--- src/rtl/cpu_pkg.sv ---
// Shared CPU definitions: operation encodings and default datapath widths.
package cpu_pkg;

  localparam int AW_DEF = 8;
  localparam int DW_DEF = 16;
  localparam int RW_DEF = 3;

  typedef enum logic [1:0] {
    ALU   = 2'b00,
    LOAD  = 2'b01,
    STORE = 2'b10,
    NOP   = 2'b11
  } op_e;

  // Only ALU results and loads produce a register write.
  function automatic logic op_writes_reg(op_e op);
    return (op == ALU) || (op == LOAD);
  endfunction

endpackage

--- src/rtl/load_hold.sv ---
// Captures the load word on the first writeback-stall cycle, because the memory
// address moves on with M1 and rdata no longer belongs to the stalled load.
module load_hold #(
  parameter int DW = cpu_pkg::DW_DEF
) (
  input  logic          clk,
  input  logic          rst,
  input  logic          capture,
  input  logic          clear,
  input  logic [DW-1:0] rdata,
  output logic [DW-1:0] data
);

  logic          hold_valid_reg;
  logic [DW-1:0] hold_data_reg;

  always_ff @(posedge clk) begin
    if (rst) begin
      hold_valid_reg <= 1'b0;
      hold_data_reg  <= '0;
    end else if (clear) begin
      hold_valid_reg <= 1'b0;
    end else if (capture && !hold_valid_reg) begin
      hold_valid_reg <= 1'b1;
      hold_data_reg  <= rdata;
    end
  end

  assign data = hold_valid_reg ? hold_data_reg : rdata;

endmodule

--- src/rtl/mem_stage.sv ---
// Memory-access pipeline stage: M1 drives the synchronous data memory port,
// M2 presents the finished result to writeback through valid/ready.
module mem_stage
  import cpu_pkg::*;
#(
  parameter int AW = AW_DEF,
  parameter int DW = DW_DEF,
  parameter int RW = RW_DEF
) (
  input  logic          clk,
  input  logic          rst,
  input  logic          in_valid,
  output logic          in_ready,
  input  logic [1:0]    in_op,
  input  logic [DW-1:0] in_alu,
  input  logic [DW-1:0] in_sdata,
  input  logic [RW-1:0] in_rd,
  input  logic          in_we,
  output logic          dwe,
  output logic [AW-1:0] addr,
  output logic [DW-1:0] wdata,
  input  logic [DW-1:0] rdata,
  output logic          wb_valid,
  input  logic          wb_ready,
  output logic [RW-1:0] wb_rd,
  output logic          wb_we,
  output logic [DW-1:0] wb_data
);

  logic          m1_valid_reg;
  op_e           m1_op_reg;
  logic [DW-1:0] m1_alu_reg;
  logic [DW-1:0] m1_sdata_reg;
  logic [RW-1:0] m1_rd_reg;
  logic          m1_we_reg;

  logic          m2_valid_reg;
  op_e           m2_op_reg;
  logic [DW-1:0] m2_alu_reg;
  logic [RW-1:0] m2_rd_reg;
  logic          m2_we_reg;

  logic          m1_fire;
  logic          m2_accept;
  logic          hold_capture;
  logic [DW-1:0] load_word;

  assign m1_fire      = m1_valid_reg & (!m2_valid_reg | wb_ready);
  assign m2_accept    = m2_valid_reg & wb_ready;
  assign hold_capture = m2_valid_reg & (m2_op_reg == LOAD) & !wb_ready;
  assign in_ready     = !m1_valid_reg | m1_fire;

  // A store writes only on the edge it leaves M1, so stalls never repeat it.
  assign dwe   = m1_fire & (m1_op_reg == STORE) & !rst;
  assign addr  = m1_alu_reg[AW-1:0];
  assign wdata = m1_sdata_reg;

  assign wb_valid = m2_valid_reg;
  assign wb_rd    = m2_rd_reg;
  assign wb_we    = m2_we_reg;

  always_comb begin
    wb_data = '0;
    case (m2_op_reg)
      ALU:     wb_data = m2_alu_reg;
      LOAD:    wb_data = load_word;
      default: wb_data = '0;
    endcase
  end

  always_ff @(posedge clk) begin
    if (rst) begin
      m1_valid_reg <= 1'b0;
      m1_op_reg    <= ALU;
      m1_alu_reg   <= '0;
      m1_sdata_reg <= '0;
      m1_rd_reg    <= '0;
      m1_we_reg    <= 1'b0;
      m2_valid_reg <= 1'b0;
      m2_op_reg    <= ALU;
      m2_alu_reg   <= '0;
      m2_rd_reg    <= '0;
      m2_we_reg    <= 1'b0;
    end else begin
      if (in_ready) begin
        m1_valid_reg <= in_valid;
        if (in_valid) begin
          m1_op_reg    <= op_e'(in_op);
          m1_alu_reg   <= in_alu;
          m1_sdata_reg <= in_sdata;
          m1_rd_reg    <= in_rd;
          m1_we_reg    <= in_we;
        end
      end
      if (m1_fire) begin
        m2_valid_reg <= 1'b1;
        m2_op_reg    <= m1_op_reg;
        m2_alu_reg   <= m1_alu_reg;
        m2_rd_reg    <= m1_rd_reg;
        m2_we_reg    <= m1_we_reg & op_writes_reg(m1_op_reg);
      end else if (m2_accept) begin
        m2_valid_reg <= 1'b0;
      end
    end
  end

  load_hold #(.DW(DW)) u_load_hold (
    .clk     (clk),
    .rst     (rst),
    .capture (hold_capture),
    .clear   (m2_accept),
    .rdata   (rdata),
    .data    (load_word)
  );

endmodule

--- config.mk ---
export PLATFORM = sky130hd
export DESIGN_NAME = mem_stage
export DESIGN_NICKNAME = d
export VERILOG_FILES = /design/src/rtl/cpu_pkg.sv /design/src/rtl/load_hold.sv /design/src/rtl/mem_stage.sv
export SDC_FILE = /design/constraint.sdc
export NUM_CORES = 1
export LEC_CHECK = 0
export ABC_AREA = 1
export BUFFER_PORTS_ARGS = -buffer_cell sky130_fd_sc_hd__buf_2
export CORE_AREA = 2 2 99 101
export CTS_CLUSTER_SIZE = 20
export DETAILED_ROUTE_END_ITERATION = 10
export DIE_AREA = 0 0 101 103
export GPL_TIMING_DRIVEN = 0
export SETUP_SLACK_MARGIN = 0.02
export SYNTH_ARGS = -nofsm -noshare
export SYNTH_HDL_FRONTEND = slang
export SYNTH_SLANG_ARGS = --single-unit
--- constraint.sdc ---
create_clock -name clk -period 2 [get_ports clk]
set_clock_uncertainty 0.1 [all_clocks]
set_input_delay 0.3 -clock clk [delete_from_list [all_inputs] [get_ports clk]]
set_output_delay 0.3 -clock clk [all_outputs]
set_load 0.05 [all_outputs]
==> flow_metrics.env <==
export IMPL_route_met3_wl_um=587
export IMPL_cellLeakagePower_nw=2.29
export IMPL_layout_nets=705
export IMPL_drive_above_1_share_pct=27.9
export IMPL_vdd_drop_max_uv=403
export IMPL_htree_levels=3
export IMPL_start_kind="flip-flop"
export IMPL_drt_first_pass_iters=4
export IMPL_hold_viol=0
export IMPL_wl_per_cell_um=12.0
export IMPL_synth_area_mm2=0.00363
export IMPL_worstMarginPinSlew_ps=505
export IMPL_drv_cap=0
export IMPL_hold_start="rst"
export IMPL_setup_viol=0
export IMPL_gp_congestion=0.823
export IMPL_n_antenna_cell=0
export IMPL_clock_latency_ps=340
export IMPL_route_detailed_drc=0
export IMPL_reg2reg_depth=7
export IMPL_hold_class="in -> reg"
export IMPL_powerDensity_mw_per_mm2=788
export IMPL_syn_area_per_cell_um2=6.93
export IMPL_hpwl_um=7010
export IMPL_grt_total_usage_pct=18.1
export IMPL_cp_required_ps=1600
export IMPL_p_sw_mw=1.14
export IMPL_antenna_found_initial=0
export IMPL_viasPerCell=4.58
export IMPL_yosys_warnings=0
export IMPL_critPathLaunch="m2_op_reg[0]"
export IMPL_mappedNetlistNets=582
export IMPL_r2r_end="m1_rd_reg[1]"
export IMPL_pin_count=105
export IMPL_status="completed"
export IMPL_p_clk_share_pct=31.3
export IMPL_clockBufferDepth=2
export IMPL_r2r_slack_ps=450
export IMPL_min_to="m1_valid_reg"
export IMPL_vias=3506
export IMPL_drtAntennaViolNets=0
export IMPL_period_share_pct=96.5
export IMPL_grt_max_degree=13
export IMPL_grt_pass1_vias=3187
export IMPL_syn_inst=524
export IMPL_cts_sinks=79
export IMPL_p_sw_share_pct=30.9
export IMPL_path_clk_slew_ps=80
export IMPL_worstSetupEndpointType="output pin"
export IMPL_area_growth_pct=29.1
export IMPL_port_buffers=104
export IMPL_grt_pass1_wl_um=14700
export IMPL_row_count=36
export IMPL_topRoutingLayerUsed="met4"
export IMPL_start_util_pct=38.4
export IMPL_yosysUniqueCellTypes=21
export IMPL_maxSlewHeadroom_pct=66.3
export IMPL_crit_type="reg -> out"
export IMPL_finalWirelength_um=9190
export IMPL_die_x_um=101
export IMPL_p_int_mw=2.55
export IMPL_finalCriticalPeriod_ps=1930
export IMPL_drtIter0Drc=104
export IMPL_layout_filler_cells=981
export IMPL_die_h_um=103
export IMPL_pwr_share_seq_pct=46.6
export IMPL_totalPowerFinal_mw=3.69
export IMPL_wl_met2_um=4290
export IMPL_critPathArrivalTime_ps=1530
export IMPL_ys_seq_area_share_pct=43.6
export IMPL_finalSetupTns_ps=0
export IMPL_regToRegStartpoint="wb_valid"
export IMPL_drv_slew=0
export IMPL_rsz0062_at_grt="true"
export IMPL_root_buffer="clkbuf_8"
export IMPL_cts_tree="built"
export IMPL_grt_overflow_total=0
export IMPL_core_area_mm2=0.00946
export IMPL_met1Wirelength_um=4140
export IMPL_whs_path_depth=2
export IMPL_dieArea_mm2=0.0104
export IMPL_max_freq_ghz=0.518
export IMPL_pwr_share_comb_pct=22.2
export IMPL_worstPathMaxFanout=7
export IMPL_ys_ff_latch=79
export IMPL_numCtsBuffers=9
## kinds of logic after synthesis
family                 after synthesis  synth area share, %
AOI/OAI and AO/OA                   54                 7.44
buffers and inverters               81                 10.6
DFF                                 79                 43.6
and+or+nand+nor                    310                 38.4
## how the worst max path moves through the flow
stage | to | slack (ps) | cells past startpoint
2_1_floorplan | wb_data[10] | 50 | 5
3_3_place_gp | wb_data[11] | 160 | 6
3_5_place_dp | wb_data[9] | 140 | 6
4_1_cts | wb_data[11] | 30 | 6
5_1_grt | wb_data[14] | 5 | 6
6_report | wb_data[9] | 70 | 6
## through the flow
stage	instances	utilization, %	area (um2)	worst slack [ps]	hold WS (ps)
floorplan	524	-	3630	47.9	269
global placement	742	45.4	4300	163	360
CTS	760	48.2	4560	27.6	31.7
finish	766	49.6	4690	69.4	52.8
detailed placement	742	45.4	4300	137	368
global route	766	49.6	4690	5.27	31.9
## layer usage
metal,GRT usage [%],up-vias
met2,29.2,100
met4,6.76,0
met3,6.10,16
met5,0,-
met1,22.5,1524
li1,-,1866
## worst max-delay path, stage by stage, from the launching register on
cell,delay (ps)
dfxtp_4,380
inv_6,50
nor2_4,150
buf_6,150
o21ai_2,50
o21ai_1,210
buf_6,190
## cell usage in the layout, fill, tap and decap left out
cell type,n
nand2_1,92
clkbuf_8,10
nor2_1,145
inv_2,3
buf_6,17
nand3_1,18
a21oi_1,4
clkinv_2,3
nor2_4,2
clkinv_1,1
o21ai_2,3
nand3_4,1
inv_6,1
clkbuf_1,9
buf_8,1
bufinv_16,1
clkbuf_4,3
inv_1,35
buf_2,100
nor2_2,10
nand3b_1,38
dfxtp_4,1
nand2_2,3
dfxtp_1,78
o21ai_1,17
buf_4,21
nand3_2,1
inv_8,1
o21ai_0,30
buf_1,3
## Yosys cell counts
library cell,instances,area share (%)
nand3_1,18,2.5
buf_6,4,1.2
o21ai_0,41,5.7
nand3b_1,38,7.9
buf_4,9,1.9
nor2_1,146,15
nand3_2,1,0.28
nor2_2,9,1.6
nand3_4,1,0.48
dfxtp_1,79,44
a21oi_1,4,0.55
inv_2,5,0.52
o21ai_1,9,1.2
buf_2,14,1.9
nand2_1,92,9.5
nor2_4,2,0.62
clkinv_1,1,0.10
inv_1,35,3.6
buf_1,4,0.41
nand2_2,3,0.52
clkbuf_1,9,0.93
## area by class of cell
type	instances	area [um2]	area share [%]
inverter	41	166	3.55
multi-input combinational	364	1680	35.8
tap	114	143	3.04
buffer	39	262	5.58
clock inverter	4	45.0	0.961
sequential	79	1590	33.8
timing repair buffer	113	663	14.1
clock buffer	12	145	3.10
## power by group through the flow
stage / logic (mW) / registers [mW] / clock network (mW)
finish: 0.818 / 1.72 / 1.16
global route: 0.893 / 1.73 / 1.28
detailed placement: 0.768 / 1.76 / 0
global placement: 0.761 / 1.75 / 0
floorplan: 0.469 / 1.85 / 0
CTS: 0.791 / 1.72 / 1.20
## repair_timing
| action | 4_1_cts | 5_1_grt |
|---|---|---|
| setup endpoints to repair | 15 | 17 |
| resized for setup | 21 | 40 |
| setup buffers | 2 | 5 |
| hold buffers | 0 | 0 |
| pin swaps | 2 | 6 |
| hold endpoints to repair | 0 | 0 |
| cloned | 0 | 2 |
Power figures use the tool's default switching activity.
